===== src/rtl/my_ram_pkg.sv =====
// Shared types and defaults for the RAM scan controller slice.
package my_ram_pkg;

  localparam int DEF_ADDR_W = 5;
  localparam int DEF_DATA_W = 4;
  localparam int RAM_DEPTH  = 1 << DEF_ADDR_W;

  typedef enum logic [1:0] {
    IDLE = 2'd0,
    FILL = 2'd1,
    SCAN = 2'd2
  } state_t;

  // One bit per request line, used both for the delayed copy and the edges.
  typedef struct packed {
    logic wr;
    logic fill;
    logic scan;
  } req_t;

endpackage


===== src/rtl/my_ram_scan_ctrl_if.sv =====
// RAM port bundle between the scan controller (master) and the 32x4 RAM (slave).
interface my_ram_scan_ctrl_if
  import my_ram_pkg::*;
#(
  parameter int ADDR_W = DEF_ADDR_W,
  parameter int DATA_W = DEF_DATA_W
);

  logic [ADDR_W-1:0] ram_addr;
  logic [DATA_W-1:0] ram_data;
  logic              ram_wren;
  logic [DATA_W-1:0] ram_q;

  modport master (
    output ram_addr,
    output ram_data,
    output ram_wren,
    input  ram_q
  );

  modport slave (
    input  ram_addr,
    input  ram_data,
    input  ram_wren,
    output ram_q
  );

endinterface


===== src/rtl/my_tick_div.sv =====
// Free-running step divider: one-cycle tick every TICK_DIV clocks while clr is low.
module my_tick_div #(
  parameter int TICK_DIV = 50_000_000
) (
  input  logic clk,
  input  logic reset,
  input  logic clr,
  output logic tick
);

  localparam int CNT_W = (TICK_DIV > 1) ? $clog2(TICK_DIV) : 1;
  localparam logic [CNT_W-1:0] TERM = CNT_W'(TICK_DIV - 1);

  logic [CNT_W-1:0] cnt;

  assign tick = !clr && (cnt == TERM);

  // NOTE: sequential state uses non-blocking assignments so every register
  // samples pre-edge values regardless of process evaluation order.
  always_ff @(posedge clk or posedge reset) begin
    if (reset) begin
      cnt <= '0;
    end else if (clr || tick) begin
      cnt <= '0;
    end else begin
      cnt <= cnt + 1'b1;
    end
  end

endmodule


===== src/rtl/my_ram_scan_ctrl.sv =====
// Address/data sequencer for the 32x4 RAM: manual write, 32-word fill, timed scan.
// Optional SCAN_PINGPONG_EN makes the scan bounce between the ends instead of wrapping.
module my_ram_scan_ctrl
  import my_ram_pkg::*;
#(
  parameter int ADDR_W   = DEF_ADDR_W,
  parameter int DATA_W   = DEF_DATA_W,
  parameter int TICK_DIV = 50_000_000
) (
  input  logic                clk,
  input  logic                reset,
  input  logic [ADDR_W-1:0]   sw_addr,
  input  logic [DATA_W-1:0]   sw_data,
  input  logic                wr_req,
  input  logic                fill_req,
  input  logic                scan_req,
  input  logic                stop,
  my_ram_scan_ctrl_if.master  ram,
  output logic [ADDR_W-1:0]   disp_addr,
  output logic [DATA_W-1:0]   disp_data,
  output logic                busy
);

  localparam logic [ADDR_W-1:0] ADDR_MAX = '1;

  state_t            state, next_state;
  req_t              req_now, req_d, req_edge;
  logic              armed;
  logic              tick, tick_clr;

  logic [ADDR_W-1:0] addr_q, addr_nxt;
  logic [DATA_W-1:0] data_q, data_nxt;
  logic              wren_q, wren_nxt;
  logic [DATA_W-1:0] seed, seed_nxt;

  logic              tag_v;
  logic [ADDR_W-1:0] tag_addr;

`ifdef SCAN_PINGPONG_EN
  logic              dir_up, dir_nxt;
`endif

  // Request edge detection. The first clock after reset only loads the
  // delayed copy, so a request held high through reset never fires.
  assign req_now  = {wr_req, fill_req, scan_req};
  assign req_edge = armed ? (req_now & ~req_d) : '0;

  always_ff @(posedge clk or posedge reset) begin
    if (reset) begin
      req_d <= '0;
      armed <= 1'b0;
    end else begin
      req_d <= req_now;
      armed <= 1'b1;
    end
  end

  // Counter stays cleared outside SCAN and on the entry/exit edges.
  assign tick_clr = (state != SCAN) || (next_state != SCAN);

  my_tick_div #(.TICK_DIV(TICK_DIV)) u_tick_div (
    .clk   (clk),
    .reset (reset),
    .clr   (tick_clr),
    .tick  (tick)
  );

  always_ff @(posedge clk or posedge reset) begin
    if (reset) begin
      state <= IDLE;
      busy  <= 1'b0;
    end else begin
      state <= next_state;
      busy  <= (next_state != IDLE);
    end
  end

  // Priority fill > scan > wr; stop overrides every request.
  always_comb begin
    next_state = state;
    case (state)
      IDLE: begin
        if (!stop) begin
          if (req_edge.fill)      next_state = FILL;
          else if (req_edge.scan) next_state = SCAN;
        end
      end
      FILL: begin
        if (stop || addr_q == ADDR_MAX) next_state = IDLE;
      end
      SCAN: begin
        if (stop)               next_state = IDLE;
        else if (req_edge.fill) next_state = FILL;
      end
      default: next_state = IDLE;
    endcase
  end

  // NOTE: every output of this block gets a default first, so no path
  // leaves a variable unassigned and no latch is inferred.
  always_comb begin
    addr_nxt = sw_addr;
    data_nxt = sw_data;
    wren_nxt = 1'b0;
    seed_nxt = seed;
`ifdef SCAN_PINGPONG_EN
    dir_nxt  = dir_up;
`endif
    case (next_state)
      FILL: begin
        seed_nxt = (state == FILL) ? seed : sw_data;
        addr_nxt = (state == FILL) ? addr_q + 1'b1 : '0;
        data_nxt = seed_nxt + DATA_W'(addr_nxt);
        wren_nxt = 1'b1;
      end
      SCAN: begin
        data_nxt = data_q;
        if (state != SCAN) begin
          addr_nxt = '0;
`ifdef SCAN_PINGPONG_EN
          dir_nxt  = 1'b1;
`endif
        end else if (tick) begin
`ifdef SCAN_PINGPONG_EN
          if (dir_up) begin
            if (addr_q == ADDR_MAX) begin
              addr_nxt = addr_q - 1'b1;
              dir_nxt  = 1'b0;
            end else begin
              addr_nxt = addr_q + 1'b1;
            end
          end else begin
            if (addr_q == '0) begin
              addr_nxt = addr_q + 1'b1;
              dir_nxt  = 1'b1;
            end else begin
              addr_nxt = addr_q - 1'b1;
            end
          end
`else
          addr_nxt = addr_q + 1'b1;
`endif
        end else begin
          addr_nxt = addr_q;
        end
      end
      default: begin
        // Staying in IDLE means no fill/scan edge won and stop is low.
        wren_nxt = (state == IDLE) && !stop && req_edge.wr;
      end
    endcase
  end

  always_ff @(posedge clk or posedge reset) begin
    if (reset) begin
      addr_q <= '0;
      data_q <= '0;
      wren_q <= 1'b0;
      seed   <= '0;
    end else begin
      addr_q <= addr_nxt;
      data_q <= data_nxt;
      wren_q <= wren_nxt;
      seed   <= seed_nxt;
    end
  end

`ifdef SCAN_PINGPONG_EN
  always_ff @(posedge clk or posedge reset) begin
    if (reset) dir_up <= 1'b1;
    else       dir_up <= dir_nxt;
  end
`endif

  assign ram.ram_addr = addr_q;
  assign ram.ram_data = data_q;
  assign ram.ram_wren = wren_q;

  // Readback: tag follows the address the RAM samples, then pairs with ram_q.
  always_ff @(posedge clk or posedge reset) begin
    if (reset) begin
      tag_v     <= 1'b0;
      tag_addr  <= '0;
      disp_addr <= '0;
      disp_data <= '0;
    end else begin
      tag_v    <= 1'b1;
      tag_addr <= addr_q;
      if (tag_v) begin
        disp_addr <= tag_addr;
        disp_data <= ram.ram_q;
      end
    end
  end

endmodule


===== src/flat_wrapper.sv =====
// flat-port wrapper written by rule: the top's interface ports become plain ports
module my_ram_scan_ctrl_flat import my_ram_pkg::*;
#(
  parameter int ADDR_W   = DEF_ADDR_W,
  parameter int DATA_W   = DEF_DATA_W,
  parameter int TICK_DIV = 50_000_000
)
  (clk, reset, sw_addr, sw_data, wr_req, fill_req, scan_req, stop, disp_addr, disp_data, busy, ram_ram_addr, ram_ram_data, ram_ram_wren, ram_ram_q);
  my_ram_scan_ctrl_if #(.ADDR_W(ADDR_W), .DATA_W(DATA_W)) ram_i ();
  input  logic clk;
  input  logic reset;
  input  logic [ADDR_W-1:0] sw_addr;
  input  logic [DATA_W-1:0] sw_data;
  input  logic wr_req;
  input  logic fill_req;
  input  logic scan_req;
  input  logic stop;
  output logic [ADDR_W-1:0] disp_addr;
  output logic [DATA_W-1:0] disp_data;
  output logic busy;
  output wire logic [$bits(ram_i.ram_addr)-1:0] ram_ram_addr;
  output wire logic [$bits(ram_i.ram_data)-1:0] ram_ram_data;
  output wire logic [$bits(ram_i.ram_wren)-1:0] ram_ram_wren;
  input wire logic [$bits(ram_i.ram_q)-1:0] ram_ram_q;
  assign ram_ram_addr = ram_i.ram_addr;
  assign ram_ram_data = ram_i.ram_data;
  assign ram_ram_wren = ram_i.ram_wren;
  assign ram_i.ram_q = ram_ram_q;
  my_ram_scan_ctrl #(.ADDR_W(ADDR_W), .DATA_W(DATA_W), .TICK_DIV(TICK_DIV)) u_core (.clk(clk), .reset(reset), .sw_addr(sw_addr), .sw_data(sw_data), .wr_req(wr_req), .fill_req(fill_req), .scan_req(scan_req), .stop(stop), .ram(ram_i), .disp_addr(disp_addr), .disp_data(disp_data), .busy(busy));
endmodule

===== config.mk =====
export PLATFORM = sky130hd
export DESIGN_NAME = my_ram_scan_ctrl_flat
export DESIGN_NICKNAME = d
export VERILOG_FILES = /design/src/rtl/my_ram_pkg.sv /design/src/rtl/my_ram_scan_ctrl_if.sv /design/src/rtl/my_tick_div.sv /design/src/rtl/my_ram_scan_ctrl.sv /design/src/flat_wrapper.sv
export SDC_FILE = /design/constraint.sdc
export NUM_CORES = 1
export LEC_CHECK = 0
export CORE_MARGIN = 5
export CORE_UTILIZATION = 55
export DETAILED_ROUTE_END_ITERATION = 8
export GPL_TIMING_DRIVEN = 1
export HOLD_SLACK_MARGIN = 0.06
export PLACE_DENSITY = 0.79
export SYNTH_ARGS = -nofsm -noshare
export SYNTH_HDL_FRONTEND = slang
export SYNTH_SLANG_ARGS = --single-unit

===== constraint.sdc =====
create_clock -name clk -period 3.9 [get_ports clk]
set_input_delay 0.39 -clock clk [delete_from_list [all_inputs] [get_ports clk]]
set_output_delay 0.39 -clock clk [all_outputs]
set_load 0.02 [all_outputs]

# After elaboration in Yosys (flattened, before gate mapping)
# Cells that the tools add are included.
[word_totals]
reg_bits = 61
latchBits = 0
ram_bits = 0
romBits = 0
out_inout_bits = 20
wordCells = 54
memories = 0
[op_classes]
addsub = 3
multipliers = 0
div = 0
order_cmp = 0
eq_ne = 9
shift = 0
n_mux = 16
bitwise_logic = 2
reduce_logical = 10
[op_table]
columns = ["cell", "count"]
rows = [
  ["$add A26 B1 Y26 const B", 1],
  ["$eq A26 B26 Y1 const B", 1],
  ["$mux W26", 1],
  ["$mux W5", 3],
  ["$mux W2", 6],
  ["$pmux W5 S2", 1],
  ["$pmux W4 S2", 1],
  ["$pmux W2 S3", 1],
  ["$add A5 B1 Y5 const B", 1],
  ["$eq A5 B5 Y1 const B", 1],
  ["$add A4 B4 Y4", 1],
  ["$eq A2 B1 Y1 const B", 2],
  ["$eq A2 B2 Y1 const B", 2],
  ["$mux W4", 1],
  ["$ne A2 B2 Y1 const B", 2],
  ["$and A3 B3 Y3", 1],
  ["$logic_and A1 B1 Y1", 3],
  ["$logic_or A1 B1 Y1", 3],
  ["$mux W3", 1],
  ["$ne A3 B2 Y1 const B", 1],
  ["$not A3 Y3", 1],
  ["$logic_not A1 Y1", 2],
  ["$logic_not A2 Y1", 1],
  ["$pmux W1 S2", 1],
  ["$reduce_bool A2 Y1", 1],
]

# Longest topological paths before layout
# Gate-level depths: netlist of the first run.
[logic_depth]
ltp_word = 14
ltp_mapped = 13
depth_no_buf = 12

# Hierarchy
# A second synthesis of the first run with hierarchy kept.
[unflattened]
cells_unflattened = 301
hier_area_um2 = 3128.0
[by_module_without_submodules]
columns = ["module", "n_inst", "cells_each", "area_per_inst_um2", "seq_area_each_um2"]
rows = [
  ["my_ram_scan_ctrl", 1, 144, 1687.9, 875.8],
  ["my_tick_div", 1, 157, 1440.1, 650.6],
]

# Worst setup path after synthesis of the first run
# OpenSTA, ideal clock, no wires.
[synth_path]
path_type = "reg2reg"
startpoint = "register u_core.addr_q[0] (netlist: u_core.ram.ram_addr[0])"
endpoint = "register u_core.addr_q[2] (netlist: u_core.ram.ram_addr[2])"
setup_time_ps = 126
arrival_time_ps = 2664
path_slack_ps = 1110
stages_incl_launch_ff = 13
n_path_buf = 1
period_less_slack_ps = 2790
cell_sequence = "dfrtp_1 ha_1 and3_1 ha_1 nor2_1 mux2i_1 or2_2 ha_1 clkbuf_1 nand3b_1 a21oi_1 a32o_1 a221o_1"
[synth_between]
elab_chain_cells = 9
word_cells_on_any_way = 16
[synth_lines]
columns = ["item", "line", "source"]
rows = [
  ["from (decl)", "my_ram_scan_ctrl.sv:31", "logic [ADDR_W-1:0] addr_q, addr_nxt;"],
  ["from (signal assigned)", "my_ram_scan_ctrl.sv:161", "addr_q <= addr_nxt;"],
  ["$eq A5 B5 Y1", "my_ram_scan_ctrl.sv:89", "if (stop || addr_q == ADDR_MAX) next_state = IDLE;"],
  ["$logic_or A1 B1 Y1", "my_ram_scan_ctrl.sv:89", ""],
  ["$mux W2", "my_ram_scan_ctrl.sv:89", ""],
  ["$pmux W2 S3", "my_ram_scan_ctrl.sv:81", "case (state)"],
  ["$ne A2 B2 Y1", "my_ram_scan_ctrl.sv:59", "assign tick_clr = (state != SCAN) || (next_state != SCAN);"],
  ["$logic_or A1 B1 Y1", "my_ram_scan_ctrl.sv:59", ""],
  ["$logic_not A1 Y1", "my_tick_div.sv:16", "assign tick = !clr && (cnt == TERM);"],
  ["$logic_and A1 B1 Y1", "my_tick_div.sv:16", ""],
  ["$ne A3 B2 Y1 (no line)", "--", ""],
]
# Several ways; a longest one is shown, not always the timed one. The select of a mux whose other input is x is not followed.
# A chain may end at the register's enable or synchronous reset.

# Final worst setup path of the first run
[layout_path]
startpoint = "register u_core.addr_q[0] (netlist: u_core.ram.ram_addr[0])"
endpoint = "register u_core.addr_q[3] (netlist: u_core.ram.ram_addr[3])"
# The elaborated chain is that of the path after synthesis.

==> metrics.md, run 1 <==
| Metric | Value |
|---|---|
| Synth warn | 0 |
| Mapped Nets | 314 |
| CTS H-tree depth | 3 |
| Seq cells post-synth | 61 |
| Full die area | 7170 sq um |
| Peak supply drop | 0.265 mV |
| CP Capture Type | flop |
| Most used DFF post-synth | dfrtp_1 |
| Critical Path Fanout Max | 11 |
| Largest area contributor in the synthesized netlist | dfrtp_1 |
| CTS Buffer Depth | 2 |
| Synth async-reset ratio | 100% |
| RSZ-0062 raised after global routing | no |
| CTS tree | built |
| Total Wirelength | 6.55 mm |
| Synth area leaders | dfrtp_1, mux2_2, ha_1 |
| Port bufs | 38 |
| DR pass1 iterations | 4 |
| Hold-fix buffers at CTS | 0 |
| Slew HR | 61.1% |
| First-pass GRT wire length | 11.2 mm |
| Area share of the largest cell type after synthesis | 49.7% |
| Most frequent CP cell | ha_1 |
| Post-layout min period | 3.00 ns |
| Via count | 2,322 |
| Clock root cell | clkbuf_8 |
| Max-cap viol count | 0 |
| Type of the most critical hold path | primary input to asynchronous set/reset pin |
| Count leader, synth | dfrtp_1 |
| Cell Chain, Critical Path | ha_1, and3_1, ha_1, nor2_1, mux2i_1, or2_2, ha_1, and3b_1, o21a_1, a22o_1, a211o_1 |
| Setup TNS | 0 ns |
| Layout Nets | 354 |
| Layout Area Growth over Synthesis | 20.8% |
| Startpoint Class | flop |
| Post-Syn Area | 3070 sq um |
| Wirelength per Cell | 16.3 um |
| Initial Utilization | 56.1% |
| Cells after synthesis | 284 |
| Worst Tran Pin Value | 0.583 ns |
| Number of buffers created by CTS | 9 |
| Data arrival, critical path | 3.22 ns |
| Post-route clock period utilization | 77.0% |
| Site row count | 27 |
| Synth cell count leaders | dfrtp_1, nand2_1, nor2_1 |
| Initial antenna violation count | 0 |
| Kind of cell adding the most delay to the critical path | simple AND/OR/NAND/NOR gates |
| Crit path kind | flop to flop |
| WP data required | 4.12 ns |
| GRT overflow | 0 |
| Worst stage delay on the critical path | 0.46 ns |
| Pwr dens | 417 nW/um^2 |
| Worst clock skew | 0.00767 ns |
| IO Pins | 39 |
| Gpl congestion | 0.851 |
| Leak pwr | 1.59 nW |
| Vias in the first global route | 2,325 |
| Post-CTS sizing | 0 |
| Tot GR Track Use | 19.4% |
| Max Fclk | 0.333 GHz |
| # placed instances | 385 |
| Routed vias/inst | 5.79 |
| Final setup fails | 0 |
| Share of cells above drive strength 1 | 12.2% |
| Synth unique cells | 51 |
| Iteration-0 DRC Markers | 168 |
| CP Buf/Inv Count | 0 |
| Critical path's slowest cell | dfrtp_1 |
| Final Max Slew Viols | 0 |
| # diodes | 0 |
| CTS Sinks | 61 |
| Postcts setup bufs | 0 |
| Chip width | 84.7 um |
| Number of remaining DRC errors | 0 |
| Core footprint | 5470 sq um |
| Fin. Hold Viols | 0 |
| Post-route ant nets | 0 |
| Die Y | 84.7 um |
| Sequential fraction of the synthesis area | 49.7% |
| Outcome | complete, no violations |
| Largest net degree at the start of global routing | 34 |
| EDFF count, synth | 0 |
| Syn_area_per_cell | 10.8 sq um |
| Finished Layout Cells | 401 |
| Final HPWL DP | 4.47 mm |
| Reg clk slew, reported paths | 0.07 ns |
| Clock Latency Late Sink | 0.33 ns |
==> power breakdown <==
group          internal [W]  total [W]  switching [W]
sequential         0.000676   0.000706      0.0000306
clock              0.000393   0.000632       0.000239
combinational      0.000109   0.000208      0.0000989
==> final timing paths <==
kind	endpoint	startpoint	cells past startpoint	slack, ns
min in group clk	u_core.disp_addr[4]$_DFFE_PP0P_	u_core.tag_addr[4]$_DFF_PP0_	1	0.48
worst max-delay path	u_core.ram.ram_addr[3]$_DFFE_PP0P_	u_core.ram.ram_addr[0]$_DFFE_PP0P_	11	0.90
max in group asynchronous	u_core.ram.ram_data[1]$_DFFE_PP0N_	reset	3	2.60
worst min-delay path	u_core.ram.ram_addr[4]$_DFFE_PP0P_	reset	2	0.44
worst min register to register	u_core.disp_addr[4]$_DFFE_PP0P_	u_core.tag_addr[4]$_DFF_PP0_	1	0.48
worst max register to register	u_core.ram.ram_addr[3]$_DFFE_PP0P_	u_core.ram.ram_addr[0]$_DFFE_PP0P_	11	0.90
==> registers in the layout, summed over array words and instances (netlist names), 2 cells and up <==
register and count:
u_core.ram.ram_data 4, u_core.state 2, u_core.seed 4, u_core.disp_addr 5, u_core.disp_data 4, u_core.u_tick_div.cnt 26
u_core.req_d 3, u_core.tag_addr 5, u_core.ram.ram_addr 5
==> layer usage <==
| layer | track usage, % | vias up | share of wire (%) |
|---|---|---|---|
| li1 | - | 1102 | - |
| met2 | 31.1 | 58 | 48 |
| met1 | 26.1 | 1154 | 45 |
| met5 | 0 | - | 0 |
| met3 | 4.22 | 8 | 4.8 |
| met4 | 7.05 | 0 | 1.4 |
==> placed cells by master (no fill, tap or decap), drive strengths merged, types with 2 or more instances in the layout <==
cell and count:
o31ai 7, and3 4, dfrtp 61, xnor2 10, o21ai 10, or2 2
and3b 3, or3 6, nand4 7, mux2i 5, and4 4, clkinv 2
nand3b 2, bufinv 2, a21oi 16, inv 15, clkdlybuf4s50 38, nor2 21
a22o 4, o211a 2, buf 2, clkbuf 12, or4 8, nand2 23
mux2 15, xor2 6, nor4b 2, a211o 2, nand3 11, ha 10
==> metrics by stage <==
| stage | instance area (sq um) | hold WS (ns) | setup WS, ns | utilization [%] | total power [W] |
|---|---|---|---|---|---|
| finish | 3710 | 0.442 | 0.898 | 67.8 | 0.00155 |
| global route | 3710 | 0.487 | 0.717 | 67.8 | 0.00161 |
| CTS | 3710 | 0.460 | 0.904 | 67.8 | 0.00156 |
| detailed placement | 3480 | 0.462 | 0.891 | 63.6 | 0.000926 |
| global placement | 3480 | 0.454 | 0.961 | 63.6 | 0.000921 |
| floorplan | 3070 | 0.421 | 1.11 | - | 0.000833 |
==> area by class of cell <==
type	instances	area, sq um
Clock buffer	12	155
Clock inverter	4	70.1
Fill cell	441	1760
Inverter	15	56.3
Multi-Input combinational cell	197	1420
Sequential cell	61	1530
Tap cell	72	90.1
Timing Repair Buffer	40	395
==> worst register-to-register path: cells and delay by family (launching register included) <==
family | cells | cell delay, ns
flops | 1 | 0.46
mux | 1 | 0.07
simple gates | 4 | 0.87
fa+ha+maj | 3 | 0.79
compound gates | 3 | 0.71
==> kinds of logic (layout without fill, tap and decap cells) <==
group,count (synthesis),count (layout),share of synthesized area (%)
AOI/OAI and AO/OA,50,50,11.0
xor gates and xnor gates,16,16,4.57
adders and majority gates,11,11,4.73
buffers and inverters,26,71,4.16
DFF,61,61,49.7
muxes,20,20,7.13
other,1,1,0.122
and+or+nand+nor,99,99,18.6
(Power assumes the default switching activity.)
==> run 2, diff against run 1 <==
CORE_UTILIZATION = 50   (was 55)
PLACE_DENSITY = 0.76   (was 0.79)
clock period = 2.5 ns   (was 3.9 ns; I/O delays follow)
==> run 2 against run 1 <==
The run now ends with setup timing left. Flip-flop and latch count stayed put. Worst hold slack worse by 0.076 ns. Critical path type unchanged. Cell count is 6.5% higher. Setup slack worse by 0.91 ns. Via count is 3.0% higher.
==> metrics.md, run 2 (synthesized netlist as in run 1, its figures left out) <==
| Metric | Value |
|---|---|
| Layout Area Growth over Synthesis | 27.3% |
| First-pass GRT wire length | 11.5 mm |
| Met1 Use GR | 25.0% |
| Final setup fails | 3 |
| Final Max Slew Viols | 0 |
| Startpoint Class | flop |
| WP data required | 2.71 ns |
| Type of the most critical hold path | primary input to asynchronous set/reset pin |
| Initial Utilization | 51.5% |
| CTS Buffer Depth | 2 |
| Vias in the first global route | 2,455 |
| Met2 global-route usage | 31.0% |
| Slew HR | 52.8% |
| Leak pwr | 1.69 nW |
| Most common cell after layout, fill and taps aside | dfrtp_1 |
| CP Launch Point | u_core.ram.ram_addr[0]$_DFFE_PP0P_ |
| Hold_ws | 0.365 ns |
| Initial antenna violation count | 0 |
| Share of cells above drive strength 1 | 21.3% |
| Post-layout min period | 2.51 ns |
| Wirelength per Cell | 15.6 um |
| Outcome | finished, violations left |
| Port bufs | 38 |
| Critical Path Fanout Max | 4 |
| Iteration-0 DRC Markers | 154 |
| Crit path kind | flop to flop |
| DR pass1 iterations | 4 |
| Max Fclk | 0.399 GHz |
| Met3 GRT Util | 3.72% |
| Final WS setup | -0.00871 ns |
| IO Pins | 39 |
| CTS H-tree depth | 3 |
| R2R depth | 11 |
| Final HPWL DP | 4.81 mm |
| CTS tree | built |
| Peak supply drop | 0.310 mV |
| Data arrival, critical path | 2.72 ns |
| Multi-input gate area | 1500 sq um |
| RSZ-0062 raised after global routing | yes |
| Tot GR Track Use | 19.1% |
| R2r setup slk | -0.009 ns |
| Most frequent cells in the layout | dfrtp_1, clkdlybuf4s50_1, buf_4 |
| Gpl congestion | 0.818 |
| Register Area | 1530 sq um |
| Reg2reg start | u_core.ram.ram_addr[0]$_DFFE_PP0P_ |
| # diodes | 0 |
| Via count | 2,392 |
| Pwr dens | 564 nW/um^2 |
| Failing checks | setup timing |
| Max reg flops | 26 |
| Number of remaining DRC errors | 0 |
| CTS Sinks | 61 |
| Reg clk slew, reported paths | 0.07 ns |
| Die Y | 88.3 um |
| Full die area | 7800 sq um |
| # placed instances | 407 |
| Fin. Hold Viols | 0 |
| Post-route clock period utilization | 100% |
| Worst clock skew | 0.00974 ns |
| CP endpoint | u_core.ram.ram_addr[1]$_DFFE_PP0P_ |
| Site row count | 28 |
| Clock root cell | clkbuf_8 |
| Core footprint | 5960 sq um |
| Number of buffers created by CTS | 9 |
| GR peak layer | met2 |
| Fin util | 65.6% |
| Largest net degree at the start of global routing | 35 |
| Finished Layout Cells | 427 |
| Most flops, register | u_core.u_tick_div.cnt |
| Routed vias/inst | 5.60 |
| Pre-CTS setup slack | -0.168 ns |
| Setup TNS | -0.0126 ns |
| Max-cap viol count | 0 |
| Layout Nets | 377 |
| Chip width | 88.3 um |
| Filler cells | 477 |
| Worst Tran Pin Value | 0.706 ns |
| Hold-fix buffers at CTS | 0 |
| CP Capture Type | flop |
| GRT overflow | 0 |
| Worst reg2reg path endpoint | u_core.ram.ram_addr[1]$_DFFE_PP0P_ |
| Total Wirelength | 6.67 mm |
| Post-route ant nets | 0 |
| Clock Latency Late Sink | 0.32 ns |
==> run 2: changes by cell type in the layout (fill, tap and decap cells not counted), sizes merged <==
| cell | delta |
|---|---|
| clkinv | +2 |
| clkinvlp | +1 |
| bufinv | -2 |
| buf | +23 |
| clkbuf | -1 |
==> run 2: metrics by stage <==
step | power, W | cell area (sq um)
2_1_floorplan | 0.00131 | 3150
3_3_place_gp | 0.00147 | 3690
3_5_place_dp | 0.00149 | 3690
4_1_cts | 0.00222 | 3880
5_1_grt | 0.00231 | 3910
6_report | 0.00220 | 3910
==> run 2: layout make-up <==
type	count	share of cell area, %
Sequential cell	61	39.1
Multi-Input combinational cell	197	38.3
Timing Repair Buffer	63	14.5
Clock buffer	11	3.36
Tap cell	75	2.40
Inverter	15	1.51
Clock inverter	5	0.705
==> run 2: critical path: stages, from the launching register on <==
cell and delay [ns]:
dfrtp_2 0.42, ha_4 0.16, and3_4 0.15, ha_4 0.16
nor2_4 0.07, mux2i_1 0.07, or2_4 0.29, ha_4 0.18
and3b_2 0.23, o21a_1 0.21, a22o_1 0.20, mux2_4 0.25
==> run 2: where the power goes <==
group          total [W]  internal, W  switching, W  leakage (nW)
logic           0.000383     0.000204      0.000179         0.818
clock network   0.000726     0.000353      0.000373        0.0829
registers        0.00109      0.00105     0.0000391         0.785
total            0.00220      0.00161      0.000591          1.69
==> run 2: timing repair <==
| action | in CTS | in global routing |
|---|---|---|
| setup buffers | 3 | 1 |
| endpoints found under the setup margin | 29 | 26 |
| resized for setup | 2 | 5 |
| pin swaps | 7 | 7 |
==> run 2: layer usage <==
layer	routed length (um)	part of all wire, %	vias up
met5	0	0	-
met4	95	1.4	0
met3	239	3.6	8
met2	3250	49	48
met1	3080	46	1190
li1	-	-	1146
==> run 2: how the worst min path moves through the flow <==
stage                                       start  slack (ns)  depth (start not counted)                                  to
5_1_grt                                  fill_req        0.38                          1           u_core.req_d[1]$_DFF_PP0_
6_report                                    reset        0.37                          2     u_core.disp_data[0]$_DFFE_PP0P_
4_1_cts                                  fill_req        0.37                          1           u_core.req_d[1]$_DFF_PP0_
3_5_place_dp   u_core.ram.ram_data[1]$_DFFE_PP0N_        0.47                          2  u_core.ram.ram_data[1]$_DFFE_PP0N_
3_3_place_gp         u_core.tag_addr[4]$_DFF_PP0_        0.46                          1     u_core.disp_addr[4]$_DFFE_PP0P_
2_1_floorplan                            scan_req        0.28                          0           u_core.req_d[0]$_DFF_PP0_
